## src/rtl/board_reader.sv

```systemverilog
// board_reader
//   Selects a row of the 16x16 cell board with debounced up/down buttons.
//   The selected row is fetched from board storage over a req/ack read port
//   and shown on the LEDs. The row is re-fetched periodically so the display
//   follows the evolving board.
//
// Optional feature macro: BOARD_READER_AUTOSCAN_EN
//   When defined, a free-running scan counter steps row_index every
//   SCAN_CYCLES cycles while enabled, wrapping from 15 to 0.
//
// Ports:
//   clk        system clock, rising edge
//   rst_n      asynchronous active-low reset
//   enable     block active; gates buttons and new reads
//   BtnU       raw button, decrements the row (saturates at 0)
//   BtnD       raw button, increments the row (saturates at 15)
//   rd_req     read request to board storage
//   rd_row     row address, stable while rd_req is high
//   rd_ack     storage acknowledge, rd_data valid in the same cycle
//   rd_data    row cells, bit i is column i
//   Led        last fetched row
//   row_index  currently selected row
//   busy       high while the FSM is in REQ or DONE
module board_reader #(
  parameter int DB_COUNT       = 50000,
  parameter int REFRESH_CYCLES = 1000000
`ifdef BOARD_READER_AUTOSCAN_EN
  ,
  parameter int SCAN_CYCLES    = 50000000
`endif
) (
  input  logic        clk,
  input  logic        rst_n,
  input  logic        enable,
  input  logic        BtnU,
  input  logic        BtnD,
  output logic        rd_req,
  output logic [3:0]  rd_row,
  input  logic        rd_ack,
  input  logic [15:0] rd_data,
  output logic [15:0] Led,
  output logic [3:0]  row_index,
  output logic        busy
);

  localparam int DB_W = $clog2(DB_COUNT + 1);
  localparam int RF_W = $clog2(REFRESH_CYCLES + 1);

  typedef enum logic [1:0] {
    ST_IDLE = 2'd0,
    ST_REQ  = 2'd1,
    ST_DONE = 2'd2
  } state_t;

  // Button conditioning: index 0 is up, index 1 is down.
  logic [1:0]      btn_s;
  logic [1:0]      sync1_r;
  logic [1:0]      sync2_r;
  logic [1:0]      db_lvl_r;
  logic [1:0]      db_prev_r;
  logic [DB_W-1:0] db_cnt_r [2];
  logic [1:0]      press_s;
  logic            up_s;
  logic            dn_s;

  // Row selection and read triggers.
  logic [3:0]      row_index_r;
  logic [3:0]      row_next_s;
  logic            row_change_s;
  logic            enable_d_r;
  logic            en_rise_s;
  logic            refresh_hit_s;
  logic            trig_s;
  logic            scan_step_s;

  // Read FSM.
  state_t          state_r;
  logic            pending_r;
  logic [RF_W-1:0] refresh_cnt_r;
  logic            rd_req_r;
  logic [3:0]      rd_row_r;
  logic [15:0]     data_r;
  logic [15:0]     led_r;
  logic            busy_r;

  assign btn_s = {BtnD, BtnU};

  // Two-flop synchronizer, debounce counter and edge history per button.
  always_ff @(posedge clk or negedge rst_n) begin
    if (!rst_n) begin
      sync1_r   <= 2'b00;
      sync2_r   <= 2'b00;
      db_lvl_r  <= 2'b00;
      db_prev_r <= 2'b00;
      for (int i = 0; i < 2; i++) begin
        db_cnt_r[i] <= '0;
      end
    end else begin
      sync1_r   <= btn_s;
      sync2_r   <= sync1_r;
      db_prev_r <= db_lvl_r;
      for (int i = 0; i < 2; i++) begin
        // Any cycle where the input agrees with the accepted level restarts the count.
        if (sync2_r[i] != db_lvl_r[i]) begin
          if (db_cnt_r[i] == DB_W'(DB_COUNT - 1)) begin
            db_lvl_r[i] <= sync2_r[i];
            db_cnt_r[i] <= '0;
          end else begin
            db_cnt_r[i] <= db_cnt_r[i] + DB_W'(1);
          end
        end else begin
          db_cnt_r[i] <= '0;
        end
      end
    end
  end

  assign press_s = db_lvl_r & ~db_prev_r;
  assign up_s    = press_s[0] & enable;
  assign dn_s    = press_s[1] & enable;

`ifdef BOARD_READER_AUTOSCAN_EN
  localparam int SC_W = $clog2(SCAN_CYCLES + 1);
  logic [SC_W-1:0] scan_cnt_r;

  // A press takes priority over a scan step in the same cycle.
  assign scan_step_s = enable && !(up_s || dn_s) &&
                       (scan_cnt_r == SC_W'(SCAN_CYCLES - 1));

  // Free-running scan counter; a button press restarts the scan period.
  always_ff @(posedge clk or negedge rst_n) begin
    if (!rst_n) begin
      scan_cnt_r <= '0;
    end else if (up_s || dn_s) begin
      scan_cnt_r <= '0;
    end else if (enable) begin
      if (scan_cnt_r == SC_W'(SCAN_CYCLES - 1)) begin
        scan_cnt_r <= '0;
      end else begin
        scan_cnt_r <= scan_cnt_r + SC_W'(1);
      end
    end else begin
      scan_cnt_r <= scan_cnt_r;
    end
  end
`else
  // Without autoscan the row only moves on button presses.
  assign scan_step_s = 1'b0;
`endif

  // Next row: saturating button moves, cancelling simultaneous presses, wrapping scan steps.
  always_comb begin
    row_next_s = row_index_r;
    if (up_s && !dn_s) begin
      if (row_index_r != 4'd0) begin
        row_next_s = row_index_r - 4'd1;
      end else begin
        row_next_s = row_index_r;
      end
    end else if (dn_s && !up_s) begin
      if (row_index_r != 4'd15) begin
        row_next_s = row_index_r + 4'd1;
      end else begin
        row_next_s = row_index_r;
      end
    end else if (scan_step_s) begin
      row_next_s = row_index_r + 4'd1;
    end else begin
      row_next_s = row_index_r;
    end
  end

  assign row_change_s  = (row_next_s != row_index_r);
  assign en_rise_s     = enable & ~enable_d_r;
  assign refresh_hit_s = (state_r == ST_IDLE) && enable &&
                         (refresh_cnt_r == RF_W'(REFRESH_CYCLES - 1));
  assign trig_s        = row_change_s | refresh_hit_s | en_rise_s;

  // Selected row and enable history (enable_d_r starts low so the first enabled cycle triggers).
  always_ff @(posedge clk or negedge rst_n) begin
    if (!rst_n) begin
      row_index_r <= 4'd0;
      enable_d_r  <= 1'b0;
    end else begin
      row_index_r <= row_next_s;
      enable_d_r  <= enable;
    end
  end

  // Read FSM with registered handshake outputs, pending flag and refresh timer.
  always_ff @(posedge clk or negedge rst_n) begin
    if (!rst_n) begin
      state_r       <= ST_IDLE;
      pending_r     <= 1'b0;
      refresh_cnt_r <= '0;
      rd_req_r      <= 1'b0;
      rd_row_r      <= 4'd0;
      data_r        <= 16'h0000;
      led_r         <= 16'h0000;
      busy_r        <= 1'b0;
    end else begin
      case (state_r)
        ST_IDLE: begin
          // A trigger seen this cycle starts the read at once; row_next_s is the newest row.
          if (enable && (pending_r || trig_s)) begin
            state_r       <= ST_REQ;
            rd_row_r      <= row_next_s;
            pending_r     <= 1'b0;
            refresh_cnt_r <= '0;
            rd_req_r      <= 1'b1;
            busy_r        <= 1'b1;
          end else begin
            state_r   <= ST_IDLE;
            pending_r <= pending_r | trig_s;
            rd_req_r  <= 1'b0;
            busy_r    <= 1'b0;
            if (enable) begin
              refresh_cnt_r <= refresh_cnt_r + RF_W'(1);
            end else begin
              refresh_cnt_r <= refresh_cnt_r;
            end
          end
        end
        ST_REQ: begin
          pending_r <= pending_r | trig_s;
          busy_r    <= 1'b1;
          if (rd_ack) begin
            data_r   <= rd_data;
            state_r  <= ST_DONE;
            rd_req_r <= 1'b0;
          end else begin
            state_r  <= ST_REQ;
            rd_req_r <= 1'b1;
          end
        end
        ST_DONE: begin
          pending_r <= pending_r | trig_s;
          led_r     <= data_r;
          state_r   <= ST_IDLE;
          rd_req_r  <= 1'b0;
          busy_r    <= 1'b0;
        end
        default: begin
          state_r   <= ST_IDLE;
          pending_r <= 1'b0;
          rd_req_r  <= 1'b0;
          busy_r    <= 1'b0;
        end
      endcase
    end
  end

  assign rd_req    = rd_req_r;
  assign rd_row    = rd_row_r;
  assign Led       = led_r;
  assign row_index = row_index_r;
  assign busy      = busy_r;

endmodule
```

## config.mk

```make
export PLATFORM = sky130hd
export DESIGN_NAME = board_reader
export DESIGN_NICKNAME = d
export VERILOG_FILES = /design/src/rtl/board_reader.sv
export SDC_FILE = /design/constraint.sdc
export NUM_CORES = 1
export LEC_CHECK = 0
export ABC_AREA = 1
export CORE_ASPECT_RATIO = 0.8
export CORE_MARGIN = 2
export CORE_UTILIZATION = 52
export CTS_BUF_LIST = sky130_fd_sc_hd__clkbuf_16
export DETAILED_ROUTE_END_ITERATION = 10
export PLACE_DENSITY = 0.76
export SYNTH_ARGS = -nofsm -noshare
export SYNTH_HDL_FRONTEND = slang
export SYNTH_SLANG_ARGS = --single-unit
```

## constraint.sdc

```tcl
create_clock -name clk -period 1.6 [get_ports clk]
set_input_delay 0.32 -clock clk [delete_from_list [all_inputs] [get_ports clk]]
set_output_delay 0.32 -clock clk [all_outputs]
set_load 0.005 [all_outputs]
```

==> impl_metrics.env <==
export IMPL_status="complete, but fails checks"
export IMPL_violated_checks="setup timing"
export IMPL_met1_usage=0.316
export IMPL_crit_fanout=4
export IMPL_worst_pin_slew_ps=374
export IMPL_yosys_warnings=0
export IMPL_power_density_nw_per_um2=1140
export IMPL_cell_family_contributing_the_most_delay_on_the_critical_path="buffers and inverters"
export IMPL_numPortBuffers=47
export IMPL_setup_ws_ps=-4.13
export IMPL_setup_repair_after_global_routing_missed_its_margin="true"
export IMPL_synth_net_count=617
export IMPL_grt_busiest_layer="met2"
export IMPL_core_area_um2=9570
export IMPL_synthesis_area_um2=5070
export IMPL_period_share=1.00
export IMPL_dp_hpwl_mm=7.80
export IMPL_min_path_type="in -> reg"
export IMPL_grt_use_met2=0.362
export IMPL_clk_path_buf_depth=2
export IMPL_cts_tree="yes"
export IMPL_endpoint_kind="primary output"
export IMPL_finalSetupViolCount=1
export IMPL_cellLeakagePower_nw=3.09
export IMPL_gr_total_overflow=0
export IMPL_gp_congestion=0.934
export IMPL_antenna_found_initial=0
export IMPL_slew_headroom=0.749
export IMPL_required_time_at_the_endpoint_of_the_critical_path_ps=1280
export IMPL_final_common_cell="sky130_fd_sc_hd__nand2_1"
export IMPL_routedWlPerCell_um=14.1
export IMPL_syn2layout_area_growth_pct=30.6
export IMPL_drt_initial_drc_count=270
export IMPL_crit_slowest_cell="sky130_fd_sc_hd__dfrtp_2"
export IMPL_finalSetupTns_ps=-4.13
export IMPL_area_contributors_post_synth="sky130_fd_sc_hd__dfrtp_1, sky130_fd_sc_hd__nand2_1, sky130_fd_sc_hd__nor2_1"
export IMPL_die_width_um=114
export IMPL_max_capacitance_violation_count=0
export IMPL_peakVddDrop_mv=0.805
export IMPL_cells_along_the_critical_path="buf_4 > buf_6 > dlygate4sd2_1"
export IMPL_nNetsFinal=728
export IMPL_crit_arrival_ps=1280
export IMPL_maxClockFrequency_mhz=623
export IMPL_grt_met3_usage=0.0471
export IMPL_clock_latency_ps=350
export IMPL_setup_worst_path_class="reg -> out"
export IMPL_synth_ff_latch_count=105
export IMPL_global_route_wire_length_before_repair_mm=19.2
export IMPL_final_period_minus_worst_setup_slack_ps=1600
export IMPL_first_global_vias=4203
export IMPL_timing_reg2reg_setup_slack_ps=20
export IMPL_syn_area_per_cell_um2=8.66
export IMPL_row_count=32
export IMPL_htreeDepth=3
export IMPL_post_detailed_route_count_of_antenna_violating_nets=0
export IMPL_root_buffer_cell="sky130_fd_sc_hd__clkbuf_16"
export IMPL_ys_flop_type="sky130_fd_sc_hd__dfrtp_1"
export IMPL_timing_clock_skew_ps=9.16
export IMPL_die_area_um2=10600
export IMPL_proportion_of_layout_cells_with_a_drive_suffix_above_1=0.202
export IMPL_viasPerCell=5.28
export IMPL_critical_path_buf_inv_count=3
export IMPL_drt_first_pass_iters=5
export IMPL_die_height_um=92.4
export IMPL_slowest_delay_ps=440
export IMPL_cts_buffers_inserted=9
export IMPL_maxSlewViolCount=0
export IMPL_final_hold_viols=0
export IMPL_post_synth_num_cell_types=33
export IMPL_synth_top_area_frac=0.518
export IMPL_yosysTopAreaCell="sky130_fd_sc_hd__dfrtp_1"
export IMPL_i_o_pin_count=48
export IMPL_clkTransAtPathRegs_ps=70
export IMPL_final_cell_mix="sky130_fd_sc_hd__nand2_1, sky130_fd_sc_hd__dfrtp_1, sky130_fd_sc_hd__nor2_1"
export IMPL_n_antenna_cell=0
export IMPL_synth_yosys_seq_area_share=0.518
export IMPL_worstSetupStartpointType="flip-flop"
export IMPL_drt_wl_total_mm=11.6
export IMPL_route_vias_total=4333
export IMPL_globalRouteTotalUtil=0.227
export IMPL_maximum_number_of_pins_on_one_net_before_global_route_repair=44
export IMPL_post_route_drc_count=0
export IMPL_clock_sink_count=105
export IMPL_floorplan_initialDensity=0.530
export IMPL_synthArstFlopShare=1.00
export IMPL_dp_slack_ps=-365
export IMPL_synth_enable_flop_cells=0
export IMPL_post_synthesis_cell_count=586
## metal layers
| metal | share of wire | wire [um] |
|---|---|---|
| met1 | 0.46 | 5290 |
| met5 | 0 | 0 |
| met2 | 0.48 | 5500 |
| met4 | 0.012 | 140 |
| met3 | 0.056 | 647 |
## synth_stat cells, types with 3 or more instances
master / n
sky130_fd_sc_hd__dfrtp_1: 105
sky130_fd_sc_hd__nand3_1: 50
sky130_fd_sc_hd__o21ai_0: 11
sky130_fd_sc_hd__nand4_1: 11
sky130_fd_sc_hd__a21o_1: 3
sky130_fd_sc_hd__inv_1: 60
sky130_fd_sc_hd__nor3_1: 25
sky130_fd_sc_hd__nand2_1: 144
sky130_fd_sc_hd__clkbuf_1: 3
sky130_fd_sc_hd__nand3_2: 5
sky130_fd_sc_hd__a21oi_1: 8
sky130_fd_sc_hd__xnor2_1: 3
sky130_fd_sc_hd__nor2_2: 6
sky130_fd_sc_hd__xor2_1: 20
sky130_fd_sc_hd__nor3b_1: 7
sky130_fd_sc_hd__ha_1: 9
sky130_fd_sc_hd__mux2_2: 16
sky130_fd_sc_hd__nor2_1: 78
## flip-flops by register name, indices dropped and copies added (netlist names)
register	cells
enable_d_r	1
sync2_r	2
db_prev_r	2
sync1_r	2
pending_r	1
refresh_cnt_r	20
db_lvl_r	2
Led	16
busy	1
row_index	4
rd_row	4
state_r	2
db_cnt_r	32
data_r	16
## path summary, 6_finish.rpt
| check | startpoint | endpoint | cells past startpoint |
|---|---|---|---|
| worst min-delay path | enable | enable_d_r$_DFF_PN0_ | 2 |
| worst min register to register | sync1_r[0]$_DFF_PN0_ | sync2_r[0]$_DFF_PN0_ | 0 |
| min in group asynchronous | rst_n | db_cnt_r[19]$_DFF_PN0_ | 2 |
| worst max-delay path | row_index[1]$_DFF_PN0_ | row_index[1] | 3 |
| worst max register to register | row_index[0]$_DFF_PN0_ | rd_row[2]$_DFFE_PN0P_ | 10 |
| max in group asynchronous | rst_n | row_index[2]$_DFF_PN0_ | 3 |
## cell families (layout without fill, tap and decap cells)
kind of cell               Yosys count  after routing  synth area share
xor gates and xnor gates            23             23            0.0397
and+or+nand+nor                    337            338             0.300
muxes                               16             16            0.0355
buffers and inverters               70            185            0.0560
AOI/OAI and AO/OA                   26             26            0.0291
adders and majority gates            9              9            0.0222
DFF                                105            105             0.518
## area by class of cell
type | count | area, um^2
multi-input combinational | 412 | 2330
clock inverter | 7 | 47.5
fill | 718 | 2940
clock buffer | 9 | 225
tap | 119 | 149
timing repair inverter | 1 | 11.3
sequential | 105 | 2630
timing repair buffer | 104 | 975
inverter | 64 | 258
## repair_timing
action                                  in CTS  in global routing
endpoints found under the setup margin      25                 48
resized for setup                           18                 45
endpoints found under the hold margin       17                  0
setup buffers                                9                  8
gates cloned                                 0                  2
hold buffers                                 1                  0
pin swaps                                    3                 13
## stage by stage
stage / hold WS (ps) / util / cells / cell area, um^2 / power [mW]
2_1_floorplan: 24.4 / - / 586 / 5080 / 4.36
3_3_place_gp: 219 / 0.627 / 785 / 6000 / 5.29
3_5_place_dp: 224 / 0.627 / 785 / 6000 / 5.36
4_1_cts: 358 / 0.668 / 811 / 6390 / 7.45
5_1_grt: 306 / 0.693 / 821 / 6630 / 7.96
6_report: 299 / 0.693 / 821 / 6630 / 7.56
## where the power goes
group          total, mW  internal [mW]  switching (mW)  leakage (nW)
logic               2.07           1.12           0.951          1.58
registers           3.45           3.15           0.298          1.38
clock network       2.04           1.06           0.985         0.138
No activity file was read; power rests on OpenSTA's default activity.
